==> config.mk <==
export PLATFORM = sky130hd
export DESIGN_NAME = prog_load_ctrl
export DESIGN_NICKNAME = d
export VERILOG_FILES = /design/src/rtl/prog_load_ctrl.sv
export SDC_FILE = /design/constraint.sdc
export NUM_CORES = 1
export LEC_CHECK = 0
export BUFFER_PORTS_ARGS = -buffer_cell sky130_fd_sc_hd__buf_2
export CAP_MARGIN = 15
export CORE_ASPECT_RATIO = 1.75
export CORE_MARGIN = 2
export CORE_UTILIZATION = 42
export DETAILED_ROUTE_END_ITERATION = 8
export HOLD_SLACK_MARGIN = 0.1
export PLACE_DENSITY = 0.75
export SYNTH_ARGS = -nofsm -noshare
export SYNTH_HDL_FRONTEND = slang
export SYNTH_SLANG_ARGS = --single-unit
export TNS_END_PERCENT = 1
==> constraint.sdc <==
create_clock -name clk1 -period 2.15 [get_ports clk1]
set_clock_uncertainty 0.05 [all_clocks]
set_input_delay 0.5375 -clock clk1 [delete_from_list [all_inputs] [get_ports clk1]]
set_output_delay 0.5375 -clock clk1 [all_outputs]
set_load 0.02 [all_outputs]
==> src/rtl/prog_load_ctrl.sv <==
// Bring-up sequencer for the 32-bit core: writes Rk=k into the register file, streams a program
// into instruction memory, runs the core until HALT or timeout, then dumps the first registers.
module prog_load_ctrl #(
    parameter int DATA_W    = 32,
    parameter int ADDR_W    = 10,
    parameter int REG_AW    = 5,
    parameter int DUMP_REGS = 6,
    parameter int TIMEOUT   = 4096,
    parameter int CNT_W     = 16
) (
    input  logic              clk1,
    input  logic              rst_n,
    input  logic              start,
    input  logic [ADDR_W-1:0] prog_len,
    input  logic              src_valid,
    input  logic [DATA_W-1:0] src_data,
    output logic              src_ready,
    output logic              mem_we,
    output logic [ADDR_W-1:0] mem_addr,
    output logic [DATA_W-1:0] mem_wdata,
    output logic              reg_we,
    output logic [REG_AW-1:0] reg_addr,
    output logic [DATA_W-1:0] reg_wdata,
    input  logic [DATA_W-1:0] reg_rdata,
    output logic              cpu_run,
    input  logic              cpu_halted,
    output logic              dump_valid,
    output logic [REG_AW-1:0] dump_idx,
    output logic [DATA_W-1:0] dump_data,
    input  logic              dump_ready,
    output logic              busy,
    output logic              done,
    output logic              timed_out,
    output logic [CNT_W-1:0]  cycles,
    output logic [2:0]        dbg_state
);

    typedef enum logic [2:0] {S_IDLE, S_INIT, S_LOAD, S_RUN, S_DUMP, S_DONE} state_e;

    localparam logic [REG_AW-1:0] REG_LAST  = '1;
    localparam logic [REG_AW-1:0] DUMP_LAST = REG_AW'(DUMP_REGS - 1);
    localparam logic [CNT_W-1:0]  TIMEOUT_C = CNT_W'(TIMEOUT);

    state_e            state_q, state_d;
    logic [REG_AW-1:0] idx_q, idx_d;
    logic [ADDR_W-1:0] len_q, len_d;
    logic [ADDR_W-1:0] j_q, j_d;
    logic              mem_we_q, mem_we_d;
    logic [ADDR_W-1:0] mem_addr_q, mem_addr_d;
    logic [DATA_W-1:0] mem_wdata_q, mem_wdata_d;
    logic [CNT_W-1:0]  cycles_q, cycles_d;
    logic              timed_out_q, timed_out_d;

    always_ff @(posedge clk1 or negedge rst_n) begin
        if (!rst_n) begin
            state_q     <= S_IDLE;
            idx_q       <= '0;
            len_q       <= '0;
            j_q         <= '0;
            mem_we_q    <= 1'b0;
            mem_addr_q  <= '0;
            mem_wdata_q <= '0;
            cycles_q    <= '0;
            timed_out_q <= 1'b0;
        end else begin
            state_q     <= state_d;
            idx_q       <= idx_d;
            len_q       <= len_d;
            j_q         <= j_d;
            mem_we_q    <= mem_we_d;
            mem_addr_q  <= mem_addr_d;
            mem_wdata_q <= mem_wdata_d;
            cycles_q    <= cycles_d;
            timed_out_q <= timed_out_d;
        end
    end

    // LOAD stays one extra cycle after the last word is taken so its registered write
    // is presented before cpu_run rises.
    always_comb begin
        state_d = state_q;
        case (state_q)
            S_IDLE, S_DONE: if (start) state_d = S_INIT;
            S_INIT: if (idx_q == REG_LAST) state_d = (len_q == '0) ? S_RUN : S_LOAD;
            S_LOAD: if (j_q == len_q) state_d = S_RUN;
            S_RUN:  if (cpu_halted || cycles_q == TIMEOUT_C) state_d = S_DUMP;
            S_DUMP: if (dump_ready && idx_q == DUMP_LAST) state_d = S_DONE;
            default: state_d = S_IDLE;
        endcase
    end

    // Handshakes: a word moves only in a cycle where valid and ready are both high; the
    // producer holds valid and data stable until then, and the consumer may stall freely.
    always_comb begin
        idx_d       = idx_q;
        len_d       = len_q;
        j_d         = j_q;
        mem_we_d    = 1'b0;
        mem_addr_d  = '0;
        mem_wdata_d = '0;
        cycles_d    = cycles_q;
        timed_out_d = timed_out_q;
        case (state_q)
            S_IDLE, S_DONE: begin
                if (start) begin
                    idx_d       = '0;
                    len_d       = prog_len;
                    j_d         = '0;
                    cycles_d    = '0;
                    timed_out_d = 1'b0;
                end
            end
            S_INIT: idx_d = idx_q + REG_AW'(1);
            S_LOAD: begin
                if (src_valid && src_ready) begin
                    mem_we_d    = 1'b1;
                    mem_addr_d  = j_q;
                    mem_wdata_d = src_data;
                    j_d         = j_q + ADDR_W'(1);
                end
            end
            S_RUN:  if (!cpu_halted && cycles_q == TIMEOUT_C) timed_out_d = 1'b1;
            S_DUMP: if (dump_ready) idx_d = idx_q + REG_AW'(1);
            default: ;
        endcase
        if (state_d == S_RUN && state_q != S_RUN) begin
            cycles_d = CNT_W'(1);
        end else if (state_d == S_RUN) begin
            cycles_d = cycles_q + CNT_W'(1);
        end
    end

    always_comb begin
        src_ready  = (state_q == S_LOAD) && (j_q != len_q);
        reg_we     = (state_q == S_INIT);
        reg_addr   = (state_q == S_INIT || state_q == S_DUMP) ? idx_q : '0;
        reg_wdata  = (state_q == S_INIT) ? DATA_W'(idx_q) : '0;
        cpu_run    = (state_q == S_RUN);
        dump_valid = (state_q == S_DUMP);
        dump_idx   = (state_q == S_DUMP) ? idx_q : '0;
        dump_data  = (state_q == S_DUMP) ? reg_rdata : '0;
        busy       = (state_q != S_IDLE) && (state_q != S_DONE);
        done       = (state_q == S_DONE);
    end

    assign mem_we    = mem_we_q;
    assign mem_addr  = mem_addr_q;
    assign mem_wdata = mem_wdata_q;
    assign cycles    = cycles_q;
    assign timed_out = timed_out_q;
    assign dbg_state = state_q;

endmodule

**After elaboration in Yosys (flattened, before gate mapping)**

Cells that the tools add are included.

- Register bits: 88
- Input bits: 80
- Output and inout bits: 143
- Word-level logic and storage cells: 82

- Reductions and logical operators: 23
- Mux-type cells: 30
- $add $sub $neg: 3
- Eq/ne operators: 17

Operators with widths:

| kind | count |
|---|---|
| $mux 32 | 3 |
| $mux 16 | 4 |
| $mux 10 | 4 |
| $mux 5 | 5 |
| $pmux 10 s2 | 1 |
| $add 16x1->16 const B | 1 |
| $eq 16x13->1 const B | 1 |
| $mux 3 | 5 |
| $pmux 3 s5 | 1 |
| $pmux 5 s3 | 1 |
| $reduce_bool 3->1 | 4 |
| $add 10x1->10 const B | 1 |
| $eq 10x10->1 | 1 |
| $logic_not 10->1 | 1 |
| $ne 10x10->1 | 1 |
| $eq 3x2->1 const B | 3 |
| $reduce_and 3->1 | 3 |
| $eq 3x3->1 const B | 2 |
| $logic_and 1x1->1 | 6 |
| $add 5x1->5 const B | 1 |
| $eq 5x3->1 const B | 1 |
| $eq 5x5->1 const B | 1 |
| $mux 1 | 5 |
| $ne 2x1->1 const B | 2 |
| other kinds (11) | 15 |

**Depth between registers and ports, before layout**

- Depth after elaboration: 8
- Depth in mapped cells: 9
- Gate-level depth less buffers: 7

**Worst setup path before layout**

Ideal clock, no wire load.

- Kind: register to output
- From: register state_q[0] (netlist: dbg_state[0])
- To: output reg_addr[4]
- Cell stages (with the launch flop): 5
- Setup slack: -187 ps
- Data required time: 1,562 ps
- Data arrival time: 1,750 ps
- Cell sequence: dfrtp_1 > clkbuf_8 > nor3b_2 > and2_1 > or2_2

- Longest elaborated chain between the ends: 3
- Elaborated cells between the ends (all ways): 4
- Classes of those cells: eq/ne (2); mux (1); reduce/logical (1)

RTL lines:

| what | line | text |
|---|---|---|
| start: declaration | 44 | `state_e state_q, state_d;` |
| start signal: assignment | 66 | `state_q <= state_d;` |
| $eq 3x1->1 | -- |  |
| named net reg_we | 21 | `output logic reg_we,` |
| $logic_or 1x1->1 | 136 | `reg_addr = (state_q == S_INIT \|\| state_q == S_DUMP) ? idx_q : '0;` |
| $mux 5 | 136 |  |
| end: declaration | 22 | `output logic [REG_AW-1:0] reg_addr,` |

The timed path passes the listed nets, and every way through them passes these cells.

**Final worst setup path**

- From: register state_q[1] (netlist: dbg_state[1])
- To: output reg_addr[0]

- Longest elaborated chain between the ends: 3
- Elaborated cells between the ends (all ways): 4
- Classes of those cells: eq/ne (2); mux (1); reduce/logical (1)

RTL lines:

| what | line |
|---|---|
| $eq 3x1->1 or $eq 3x3->1 (tied branches) | 136 |
| $logic_or 1x1->1 (*) | 136 |
| $mux 5 (*) | 136 |

Mark *: on every way between the ends. The rest lies on a longest branch, timed or not.

==> reports/metrics.csv <==
stage,metric,value,unit
cells_and_area,regArea,2210,sq um
routing,wl_per_cell,15.3,um
routing,drtIter0Drc,150,
floorplanning,ioPinCount,223,
synth,synth_compound_area_frac,0.107,
cells_and_area,finalNonFillerCells,832,
cts,clk_latency,0.33,ns
placement,gp_congestion,0.902,
global_routing,first_global_vias,4166,
cts,cts_tree,done,
cells_and_area,final_nets,782,
global_routing,grt_max_degree,89,
status,failed_checks,negative setup slack,
routing,wirelength,12700,um
cts,cts-root-buf,clkbuf_16,
pwr,peakVddDrop,0.573,mV
timing,layout_worst_path_cycle_share,1.07,
worst_setup_path,cpMostUsedCell,buf_6,
placement,dp_hpwl,9150,um
timing,fin_crit,2.31,ns
timing,layout_setup_ws,-0.158,ns
min_path,hp-class,in -> async,
pwr,p_sw_frac,0.332,
synth,synth-seq-cells,88,
timing,slew_viol_final,0,
cells_and_area,fillCellCount,892,
routing,vias,4164,
synth,yosysUniqueCellTypes,62,
timing,holdWs,0.171,ns
global_routing,grt_pass1_wl,20000,um
timing,fmax,433,MHz
cells_and_area,multi_input_area,2220,sq um
synth,synth_area_leaders,"dfrtp_1, and2_1, buf_4",
floorplanning,num_rows,50,
routing,ant_nets,0,
synth,synth_simple_gate_area_frac,0.272,
cts,cts_made_buffers,9,
worst_setup_path,crit_type,reg -> out,
cts,hold_buffers,0,
synth,netlist_instances,461,
cts,path_clk_slew,0.06,ns
routing,via_per_inst,5.00,
global_routing,grt_use_total,0.213,
pwr,cellInternalPower,3.43,mW
synth,yosys.area.top_type,dfrtp_1,
pwr,p_total,5.14,mW
timing,setup_viol,51,
cells_and_area,utilization,0.610,
synth,synth-xor-area-share,0.0248,
worst_setup_path,endpoint_kind,output port,
pwr,pwr-share-clk,0.273,
floorplanning,core,10700,sq um
timing,rsz0062_at_grt,true,
cts,cts.path.max_buffers,2,
floorplanning,die_width,83.1,um
routing,firstDrtPassIters,4,
synth,synth-edff-count,0,
synth,synth_top_family_by_area,simple AND/OR/NAND/NOR gates,
worst_setup_path,startpoint_type,flop,
pwr,p_comb_frac,0.335,
synth,synth_warnings,0,
pwr,power_leakage,3.55,nW
floorplanning,initial_core_util,0.430,
worst_setup_path,crit_slowest_cell,dfrtp_2,
synth,synthAdderAreaFrac,0.0163,
worst_setup_path,crit_path_max_incr_delay,0.49,ns
synth,synth_top_area_frac,0.479,
pwr,cellPowerDensity,787,nW/um^2
synth,synth-main-ff-cell,dfrtp_1,
pwr,power_switching,1.70,mW
synth,synth_mux_area_frac,0.0117,
global_routing,antenna_found_initial,1,
synth,async_flop_share,1.00,
synth,seq_area_frac_synth,0.479,
cts,htreeDepth,3,
floorplanning,die_area,11800,sq um
worst_setup_path,arrival,1.72,ns
cells_and_area,drive_gt1_frac,0.441,
cells_and_area,synthToLayoutAreaGrowth,42.0,%
timing,tightest_slew,0.647,ns
cts,clkSinkCount,88,
synth,netlist_area,4600,sq um
routing,drc,0,
worst_setup_path,path_cells,buf_6 > nor3b_4 > buf_4 > and2_1 > or2_2 > buf_6,
synth,synth.avg_cell_area,9.98,sq um
worst_setup_path,required,1.56,ns
timing,hold_viol,0,
timing,max_slew_margin,0.569,
placement,port-buffer-count,195,
placement,place_inst,797,
floorplanning,die_y,142,um
pwr,pwr-share-seq,0.392,
global_routing,overflow,0,
worst_setup_path,crit_path_max_fanout,7,
timing,setup-tns-final,-3.51,ns
status,run_status,finished with violations,
run,drv_cap,0,
==> metal layers <==
metal	vias to the layer above	GRT usage	share of wire
met5	-	0	0
met3	24	0.0348	0.052
met2	183	0.433	0.58
met4	0	0.110	0.037
li1	1966	-	-
met1	1991	0.197	0.33
==> critical path: cells and delay by family (launching register included) <==
family	cells	cell delay, ns
and+or+nand+nor	3	0.48
buffers and inverters	3	0.42
DFF	1	0.49
==> through the flow <==
stage               worst slack [ns]  area, sq um
floorplan                    -0.0377         4710
global placement              0.0734         5830
detailed placement            0.0339         5830
CTS                           -0.127         6430
global route                  -0.200         6530
finish                        -0.158         6530
==> layout make-up <==
type	count	share of cell area
Antenna cell	1	0.000383
Clock inverter	4	0.00307
Tap cell	130	0.0249
Clock buffer	12	0.0377
Sequential cell	88	0.338
Inverter	25	0.0144
Multi-Input combinational cell	331	0.341
Timing Repair Buffer	241	0.241
==> kinds of logic (layout without fill, tap and decap cells) <==
logic type               after synthesis  in the layout
AO/OA/AOI/OAI                         58             58
XOR/XNOR                              13             13
adder cells (fa/ha/maj)                6              6
buffers and inverters                 71            282
flip-flops                            88             88
multiplexers                           5              5
other                                  1             28
AND/OR/NAND/NOR                      219            222
==> Yosys cell counts (3+ instances only) <==
cell type / number
mux2_2: 3
nor2_1: 9
or2_2: 5
nor4_1: 4
a31oi_1: 7
buf_4: 29
nand3_1: 12
a211o_1: 6
nand2b_1: 3
or3_1: 6
o211ai_2: 3
nand4_1: 8
ha_1: 6
and3_1: 8
o31ai_1: 4
inv_1: 24
nand2_1: 58
o211ai_1: 3
xor2_1: 11
a21oi_1: 9
o21ai_0: 6
clkbuf_1: 11
o21ai_2: 3
and2_1: 87
nor3_1: 3
dfrtp_1: 88
==> repair_timing <==
item / 4_1_cts / 5_1_grt
gates cloned: 3 / 0
pin swaps: 17 / 15
buffers inserted: 17 / 0
setup endpoints to repair: 50 / 105
resized for setup: 60 / 35
==> worst paths after layout <==
kind | startpoint | to | slack, ns | depth (start not counted)
worst max-delay path | dbg_state[1] | reg_addr[0] | -0.16 | 6
worst min-delay path | rst_n | len_q[5] | 0.17 | 2
worst max register to register | dbg_state[0] | cycles[6] | -0.03 | 8
worst min register to register | len_q[1] | len_q[1] | 0.47 | 2
max in group asynchronous | rst_n | dbg_state[1] | 1.49 | 2
min in group clk1 | prog_len[9] | len_q[9] | 0.35 | 3
==> sequential cells by signal (all words and copies together), names as in the netlist <==
signal / flops
cycles: 16
dbg_state: 3
idx_q: 5
j_q: 10
len_q: 10
mem_addr: 10
mem_wdata: 32
mem_we: 1
timed_out: 1
==> power by group through the flow <==
| stage | clock network (mW) | registers (mW) | logic [mW] |
|---|---|---|---|
| after detailed placement | 0 | 2.05 | 1.39 |
| after floorplan | 0 | 2.02 | 0.925 |
| after CTS | 1.43 | 2.01 | 1.64 |
| after global placement | 0 | 2.03 | 1.35 |
| final | 1.40 | 2.01 | 1.72 |
| after global routing | 1.50 | 2.04 | 1.86 |
==> layout by cell type, fill, tap and decap left out, drive strengths merged, types with 2 or more instances in the layout <==
| cell | netlist | routed |
|---|---|---|
| or4 | 3 | 3 |
| nand4 | 9 | 9 |
| inv | 25 | 25 |
| and2 | 87 | 87 |
| clkbuf | 13 | 12 |
| nor3b | 3 | 6 |
| a211o | 6 | 6 |
| ha | 6 | 6 |
| a41oi | 2 | 2 |
| conb | 1 | 27 |
| o2111ai | 2 | 2 |
| mux2 | 3 | 3 |
| a21oi | 11 | 11 |
| clkinv | 0 | 4 |
| nand2 | 59 | 59 |
| nor3 | 3 | 3 |
| nand3 | 12 | 12 |
| o31ai | 4 | 4 |
| nor4 | 6 | 6 |
| and3 | 8 | 8 |
| buf | 33 | 241 |
| xnor2 | 2 | 2 |
| a31oi | 7 | 7 |
| mux2i | 2 | 2 |
| nor2 | 10 | 10 |
| or2 | 5 | 5 |
| o21a | 2 | 2 |
| o21ai | 9 | 9 |
| xor2 | 11 | 11 |
| or3 | 6 | 6 |
| nand2b | 3 | 3 |
| o211ai | 6 | 6 |
| dfrtp | 88 | 88 |
Power figures use the tool's default switching activity.
